--- config.mk ---
export PLATFORM = sky130hd
export DESIGN_NAME = debounce_sync_flat
export DESIGN_NICKNAME = d
export VERILOG_FILES = /design/src/rtl/debounce_sync_if.sv /design/src/rtl/debounce_sync.sv /design/src/flat_wrapper.sv
export SDC_FILE = /design/constraint.sdc
export NUM_CORES = 1
export LEC_CHECK = 0
export BUFFER_PORTS_ARGS = -buffer_cell sky130_fd_sc_hd__buf_2
export CORE_AREA = 2 2 40 42
export CTS_BUF_LIST = sky130_fd_sc_hd__clkbuf_2 sky130_fd_sc_hd__clkbuf_4 sky130_fd_sc_hd__clkbuf_8
export DETAILED_ROUTE_END_ITERATION = 8
export DIE_AREA = 0 0 42 44
export GPL_ROUTABILITY_DRIVEN = 0
export PLACE_DENSITY_LB_ADDON = 0.25
export SLEW_MARGIN = 20
export SYNTH_ARGS = -nofsm -noshare
export SYNTH_HDL_FRONTEND = slang
export SYNTH_SLANG_ARGS = --single-unit
--- constraint.sdc ---
create_clock -name clk -period 1.2 [get_ports clk]
set_input_delay 0.24 -clock clk [delete_from_list [all_inputs] [get_ports clk]]
set_output_delay 0.24 -clock clk [all_outputs]
set_load 0.005 [all_outputs]
--- src/rtl/debounce_sync_if.sv ---
// Signal bundle between a bouncy input source and the debounce stage.
// master: the side that owns the raw input and consumes the conditioned
// level and edge pulses. slave: the debounce stage itself.
// dbg_state mirrors the debounce FSM state register for observation only.
interface debounce_sync_if;
    logic       async_i;
    logic       level_o;
    logic       rise_o;
    logic       fall_o;
    logic       busy_o;
    logic [1:0] dbg_state;

    modport master (
        output async_i,
        input  level_o,
        input  rise_o,
        input  fall_o,
        input  busy_o,
        input  dbg_state
    );

    modport slave (
        input  async_i,
        output level_o,
        output rise_o,
        output fall_o,
        output busy_o,
        output dbg_state
    );
endinterface

--- src/rtl/debounce_sync.sv ---
// Input conditioning for a raw button/switch signal.
// The raw input passes through a plain flop synchroniser chain, then a
// four-state counter-qualified FSM. A change is accepted only after the
// synchronised value has differed from the current level for
// DEBOUNCE_CYCLES+1 consecutive samples. Any shorter excursion is dropped.
// On acceptance level_o switches and a single-cycle rise_o or fall_o pulse
// is issued in the same cycle as the new level.
// Steady-input latency: if async_i is first sampled at edge E0, level_o
// and the pulse appear after edge E0 + SYNC_STAGES + DEBOUNCE_CYCLES.
// Every output comes straight from a register, or from a decode of
// registers only, so async_i has no combinational path to any output.
module debounce_sync #(
    parameter int SYNC_STAGES     = 2,
    parameter int DEBOUNCE_CYCLES = 4
) (
    input  logic          clk,
    input  logic          rst_n,
    debounce_sync_if.slave bus
);

    localparam int CNT_W = $clog2(DEBOUNCE_CYCLES + 1);
    localparam logic [CNT_W-1:0] CNT_ZERO = '0;
    localparam logic [CNT_W-1:0] CNT_ONE  = CNT_W'(1);
    localparam logic [CNT_W-1:0] CNT_MAX  = CNT_W'(DEBOUNCE_CYCLES);

    typedef enum logic [1:0] {
        ST_LOW      = 2'd0,
        ST_CHK_HIGH = 2'd1,
        ST_HIGH     = 2'd2,
        ST_CHK_LOW  = 2'd3
    } state_t;

    logic [SYNC_STAGES-1:0] sync_q;
    logic                   syn;

    state_t                 state;
    logic [CNT_W-1:0]       cnt;
    logic                   level_q;
    logic                   rise_q;
    logic                   fall_q;

    // Synchroniser shift chain; nothing sits between stages.
    always_ff @(posedge clk) begin
        if (!rst_n) begin
            sync_q <= '0;
        end else begin
            sync_q <= {sync_q[SYNC_STAGES-2:0], bus.async_i};
        end
    end

    assign syn = sync_q[SYNC_STAGES-1];

    // Debounce FSM: qualify each candidate change with a run counter.
    // cnt counts consecutive differing samples already seen in a CHK state,
    // so it only ever ranges 0..DEBOUNCE_CYCLES and cannot wrap.
    always_ff @(posedge clk) begin
        if (!rst_n) begin
            state   <= ST_LOW;
            cnt     <= CNT_ZERO;
            level_q <= 1'b0;
            rise_q  <= 1'b0;
            fall_q  <= 1'b0;
        end else begin
            rise_q <= 1'b0;
            fall_q <= 1'b0;
            case (state)
                ST_LOW: begin
                    level_q <= 1'b0;
                    if (syn) begin
                        state <= ST_CHK_HIGH;
                        cnt   <= CNT_ONE;
                    end
                end
                ST_CHK_HIGH: begin
                    if (!syn) begin
                        // Excursion too short: back to LOW, no pulse.
                        state <= ST_LOW;
                        cnt   <= CNT_ZERO;
                    end else if (cnt == CNT_MAX) begin
                        state   <= ST_HIGH;
                        level_q <= 1'b1;
                        rise_q  <= 1'b1;
                        cnt     <= CNT_ZERO;
                    end else begin
                        cnt <= cnt + CNT_ONE;
                    end
                end
                ST_HIGH: begin
                    level_q <= 1'b1;
                    if (!syn) begin
                        state <= ST_CHK_LOW;
                        cnt   <= CNT_ONE;
                    end
                end
                ST_CHK_LOW: begin
                    if (syn) begin
                        // Excursion too short: back to HIGH, no pulse.
                        state <= ST_HIGH;
                        cnt   <= CNT_ZERO;
                    end else if (cnt == CNT_MAX) begin
                        state   <= ST_LOW;
                        level_q <= 1'b0;
                        fall_q  <= 1'b1;
                        cnt     <= CNT_ZERO;
                    end else begin
                        cnt <= cnt + CNT_ONE;
                    end
                end
                default: begin
                    state   <= ST_LOW;
                    cnt     <= CNT_ZERO;
                    level_q <= 1'b0;
                end
            endcase
        end
    end

    // busy is a pure decode of the state register.
    assign bus.busy_o    = (state == ST_CHK_HIGH) || (state == ST_CHK_LOW);
    assign bus.level_o   = level_q;
    assign bus.rise_o    = rise_q;
    assign bus.fall_o    = fall_q;
    assign bus.dbg_state = state;

endmodule

--- src/flat_wrapper.sv ---
// flat-port wrapper written by rule: the top's interface ports become plain ports
module debounce_sync_flat 
#(
    parameter int SYNC_STAGES     = 2,
    parameter int DEBOUNCE_CYCLES = 4
)
  (clk, rst_n, bus_async_i, bus_level_o, bus_rise_o, bus_fall_o, bus_busy_o, bus_dbg_state);
  debounce_sync_if bus_i ();
  input  logic clk;
  input  logic rst_n;
  input wire logic [$bits(bus_i.async_i)-1:0] bus_async_i;
  output wire logic [$bits(bus_i.level_o)-1:0] bus_level_o;
  output wire logic [$bits(bus_i.rise_o)-1:0] bus_rise_o;
  output wire logic [$bits(bus_i.fall_o)-1:0] bus_fall_o;
  output wire logic [$bits(bus_i.busy_o)-1:0] bus_busy_o;
  output wire logic [$bits(bus_i.dbg_state)-1:0] bus_dbg_state;
  assign bus_i.async_i = bus_async_i;
  assign bus_level_o = bus_i.level_o;
  assign bus_rise_o = bus_i.rise_o;
  assign bus_fall_o = bus_i.fall_o;
  assign bus_busy_o = bus_i.busy_o;
  assign bus_dbg_state = bus_i.dbg_state;
  debounce_sync #(.SYNC_STAGES(SYNC_STAGES), .DEBOUNCE_CYCLES(DEBOUNCE_CYCLES)) u_core (.clk(clk), .rst_n(rst_n), .bus(bus_i));
endmodule
==> qor.csv, run 1 <==
metric,value,unit
critical path data arrival time,1610,ps
Setup WS pre-CTS,-246,ps
status,finished with violations,
Worst Hold Margin,185,ps
synth top area cells,"dfxtp_1, ha_1, mux2i_1",
RSZ-0062 raised after global routing,true,
Max Slew Vio Count,0,
failing checks,negative setup slack,
synthesized cell area,537,um^2
antenna diode instance count,0,
DR pass1 iterations,5,
hold worst-path end,u_core.sync_q[0],
sequential area share after synthesis,37.3,%
reg-to-reg setup timing slack,-230,ps
PD cells,1470,nW/um^2
crit path max-delay cell type,dfxtp_4,
Iter 0 DRT Violations,6,
worst hold start,bus_async_i,
DR vias,473,
Antenna Nets Post-Route,0,
Max clock buf depth,2,
hold crit path type,input pin to register,
Vert. Die Dim,44,um
largest net degree at the start of global routing,13,
vias in the first global route,460,
Util after Layout,52.5,%
most frequent cells after synthesis,"dfxtp_1, nand2_1, ha_1",
initial antenna violation count,0,
CTS root buffer,clkbuf_4,
starting density of the core,37.8,%
Slew headroom,75.6,%
f_max,701,MHz
#FFs+latches synth,10,
synth warn,0,
Post-synth ARST share,0,%
CP Launch Type,register,
WL/cell,12.1,um
drt total wl,1140,um
worst path bufs/invs,0,
Syn Area/Cell,9.42,um^2
CP top delay family,multiplexers,
R2R depth,4,
clk slew on worst S/H paths,70,ps
library cells used by synthesis,20,
Final Cycle Share,119,%
Layout area overhead,38.7,%
Critical Path RT,1380,ps
Static Leak,0.326,nW
crit-path max FO,5,
Max-Cap Viols,0,
critical path cell sequence,"ha_2, mux2_4, a211oi_4, mux2i_1",
Worst R2R Start,u_core.bus.dbg_state[0],
CP max stage delay,370,ps
Yosys top cell by area,dfxtp_1,
clk sinks,10,
# H-tree levels,1,
Mapped Cells,57,
Hold Buf Count CTS,0,
Avg Vias per Cell,5.03,
Post-synth EDFFs,0,
min Tclk post-route,1430,ps
Synth top area share,37.3,%
most frequent cell after synthesis,dfxtp_1,
first-pass GRT wire length,1920,um
final hold violations,0,
Rows,14,
"Clk Latency, worst-skew pair",260,ps
Final Setup Violations,7,
share of post-route cells with drive strength above 1,47.4,%
"Net Count, Synth",66,
CTS buffer count,3,
Crit path depth,4,
total gr overflow,0,
final net count,88,
Die W,42,um
drc violations,0,
CTS tree,built,
WS Path Type,register to register,
skew final,1.99,ps
VDD IR-drop max,0.000710,V
Tightest Pin Transition,355,ps
CP Capture Type,register,
Die ar.,1850,um^2
GRT Total Usage,13.9,%
core outline area,1420,um^2
Synth Flop Type,dfxtp_1,
final setup margin,-227,ps
hpwl dp,856,um
IO Pins,9,
port bufs,8,
Worst Hold Depth,2,
layout by cell type, fill, tap and decap left out:
cell type and count:
inv_1 3, dfxtp_1 8, nor3b_1 2, nand4b_1 1
a31oi_1 1, inv_2 2, buf_2 8, nor2_1 1
ha_2 3, mux2_4 2, buf_4 11, nand2_2 1
nor2_2 1, o21ai_0 2, dfxtp_4 2, a21oi_1 2
clkbuf_8 1, nand2_1 7, ha_1 2, a22oi_1 1
a211oi_4 1, clkbuf_4 3, a21boi_0 2, mux2_2 1
ha_4 1, mux2i_1 4, and2_1 2, nand3_1 2
o21ai_1 1
registers in the layout (all words and copies together) (netlist names), named ones only:
name                  count
u_core.bus.rise_o         1
u_core.sync_q             2
u_core.bus.fall_o         1
u_core.bus.level_o        1
u_core.bus.dbg_state      1
u_core.cnt                3
final cells by class:
type	instances	area, um^2
Inverter	5	18.8
Multi-Input combinational cell	40	339
Tap cell	16	20.0
Timing Repair Buffer	19	123
Sequential cell	10	208
Fill cell	150	674
Clock buffer	4	36.3
power by group:
part / internal, mW / switching (mW)
logic: 0.211 / 0.181
registers: 0.367 / 0.0320
clock network: 0.184 / 0.122
repair_timing:
item                                    4_1_cts  5_1_grt
pin swaps                                     1        0
setup buffers                                 1        0
resized for setup                             2        1
endpoints found under the setup margin        7        7
worst max path at each step:
stage | from | endpoint | slack [ps]
global route | u_core.bus.dbg_state[0] | register | -260
global placement | u_core.bus.dbg_state[0] | register | -220
finish | u_core.bus.dbg_state[0] | register | -230
CTS | u_core.bus.dbg_state[0] | register | -230
detailed placement | u_core.bus.dbg_state[0] | register | -250
floorplan | u_core.bus.dbg_state[0] | register | -120
worst reg2reg max path, delay by kind of cell (launching register included):
kind	cells	cell delay [ps]
fa+ha+maj	1	210
flops	1	370
compound gates	1	250
mux	2	520
kinds of logic after synthesis:
family	count (synthesis)	synth area share, %
AOI/OAI and AO/OA	10	12.4
muxes	7	14.5
and+or+nand+nor	17	15.6
adders and majority gates	6	14.0
buffers and inverters	7	6.29
DFF	10	37.3
per-layer routing:
layer | global-route usage, % | wire [um] | part of all wire, %
met5 | 0 | 0 | 0
met1 | 15.0 | 513 | 45
met4 | 5.81 | 10 | 0.88
met2 | 26.3 | 571 | 50
met3 | 2.92 | 40 | 3.5
through the flow:
step / TNS, ps / instances / total power, mW / cell area (um^2)
detailed placement: -665 / 89 / 0.777 / 688
global placement: -577 / 89 / 0.766 / 688
finish: -1130 / 94 / 1.10 / 744
floorplan: -223 / 57 / 0.605 / 568
CTS: -1150 / 94 / 1.10 / 742
global route: -1500 / 94 / 1.17 / 744
Power figures use the tool's default switching activity.
==> inputs of run 2 (changes only) <==
CORE_AREA = 2 2 39 41   (was 2 2 40 42)
DIE_AREA = 0 0 41 43   (was 0 0 42 44)
REMOVE_ABC_BUFFERS = 1   (was unset)
clock period = 1.7 ns   (was 1.2 ns; I/O delays follow)
==> qor.csv, run 2 (synthesized netlist as in run 1, its figures left out) <==
metric,value,unit,change
Die ar.,1760,um^2,was 1850 um^2
Rows,14,,unchanged
starting density of the core,38.8,%,was 37.8%
Max Slew Vio Count,0,,unchanged
final net count,77,,was 88
Final Setup Violations,0,,was 7
port bufs,8,,unchanged
Die W,41,um,was 42 um
DR pass1 iterations,4,,was 5
drt total wl,950,um,was 1140 um
DR vias,414,,was 473
WL/cell,11.4,um,was 12.1 um
drc violations,0,,unchanged
setup_tns,0,ps,was -1130 ps
IO Pins,9,,unchanged
WS Path Type,register to output pin,,was register to register
Logic pwr share,25.7,%,was 35.8%
VDD IR-drop max,0.000389,V,was 0.000710 V
Max clock buf depth,2,,unchanged
final hold violations,0,,unchanged
CP Launch Type,register,,unchanged
Seq pwr share,40.8,%,was 36.4%
"commonest cells after routing, fill and taps aside","dfxtp_1, nand2_1, buf_2, ha_1, inv_1",,"was buf_4, buf_2, dfxtp_1, nand2_1, mux2i_1"
Critical Path RT,1360,ps,was 1380 ps
Layout area overhead,15.9,%,was 38.7%
GRT Total Usage,15.1,%,was 13.9%
CTS root buffer,clkbuf_4,,unchanged
antenna diode instance count,0,,unchanged
max reg flops,3,,unchanged
Clk network pwr share,33.5,%,was 27.8%
CTS tree,built,,unchanged
Antenna Nets Post-Route,0,,unchanged
Static Leak,0.267,nW,was 0.326 nW
largest net degree at the start of global routing,13,,unchanged
share of post-route cells with drive strength above 1,26.9,%,was 47.4%
Tightest Pin Transition,345,ps,was 355 ps
total gr overflow,0,,unchanged
Layout fillers,141,,was 150
Slew headroom,76.3,%,was 75.6%
clk slew on worst S/H paths,70,ps,about the same
cell-internal power,0.464,mW,was 0.763 mW
overall power,0.676,mW,was 1.10 mW
switching part of the total,31.3,%,was 30.5%
crit-path max FO,5,,unchanged
"most common cell after layout, fill and taps aside",dfxtp_1,,was buf_4
first-pass GRT wire length,1680,um,was 1920 um
Vert. Die Dim,43,um,was 44 um
clk sinks,10,,unchanged
PD cells,1090,nW/um^2,was 1470 nW/um^2
RSZ-0062 raised after global routing,false,,was true
Max-Cap Viols,0,,unchanged
hpwl dp,698,um,was 856 um
min Tclk post-route,1600,ps,
Top Registers,"u_core.cnt: 3 flops, u_core.sync_q: 2 flops",,unchanged
Avg Vias per Cell,4.99,,was 5.03
Iter 0 DRT Violations,6,,unchanged
Final Cycle Share,94.2,%,
Post-CTS Setup Bufs,0,,was 1
skew final,7.37,ps,was 1.99 ps
initial antenna violation count,0,,unchanged
hold crit path type,input pin to register,,unchanged
vias in the first global route,395,,was 460
# H-tree levels,1,,unchanged
status,"finished, final reports clean",,was finished with violations
f_max,625,MHz,
critical path data arrival time,1260,ps,was 1610 ps
CTS buffer count,3,,unchanged
NetSw,0.212,mW,was 0.335 mW
CP Capture Type,output pin,,was register
"Clk Latency, worst-skew pair",280,ps,was 260 ps
core outline area,1380,um^2,was 1420 um^2
Reg with most FFs,u_core.cnt,,unchanged
[run 2: cell type report]
| type | count | area [um^2] | area share (%) |
|---|---|---|---|
| inverter | 5 | 18.8 | 3.02 |
| tap | 16 | 20.0 | 3.22 |
| clock buffer | 4 | 36.3 | 5.84 |
| sequential | 10 | 201 | 32.4 |
| multi-input combinational | 40 | 305 | 49.1 |
| timing repair buffer | 8 | 40.0 | 6.44 |
[run 2: worst paths after layout]
| path | slack, ps | depth (start not counted) | startpoint | to |
|---|---|---|---|---|
| worst max register to register | 210 | 5 | u_core.bus.dbg_state[0] | u_core.bus.dbg_state[0] |
| worst min register to register | 440 | 1 | u_core.sync_q[0] | u_core.sync_q[1] |
| worst max-delay path | 100 | 5 | register | bus_busy_o |
| worst min-delay path | 270 | 2 | bus_async_i | u_core.sync_q[0] |
[run 2: repair_timing]
action,CTS,global route
hold buffers,0,0
setup endpoints to repair,1,1
gates resized for setup,1,1
[run 2: worst max-delay path, stage by stage (launching register included)]
cell and delay, ps:
dfxtp_2 370, inv_1 70, ha_1 220, nor2_2 140, inv_1 60, buf_2 120
[run 2: power groups by stage]
stage / Sequential, mW / Clock [mW] / Combinational, mW
floorplan: 0.280 / 0 / 0.122
global placement: 0.280 / 0 / 0.172
detailed placement: 0.281 / 0 / 0.173
CTS: 0.276 / 0.231 / 0.176
global route: 0.279 / 0.249 / 0.199
finish: 0.276 / 0.226 / 0.174
[run 2: routing by layer]
layer  track usage, %  up-vias  part of all wire (%)
met5                0        -                     0
met4             12.0        0                   1.3
met3             6.28        2                   4.3
met2             21.3        9                    51
met1             17.0      188                    43
li1                 -      215                     -
[run 2: through the flow]
stage               utilization [%]  hold WS (ps)  instance area, um^2  setup slack [ps]  std cells
floorplan                         -           412                  522               304         55
global placement               42.0           414                  582               219         79
detailed placement             42.0           424                  582               210         79
CTS                            44.8           265                  621              25.2         83
global route                   44.9           259                  622              19.5         83
finish                         44.9           272                  622              99.4         83
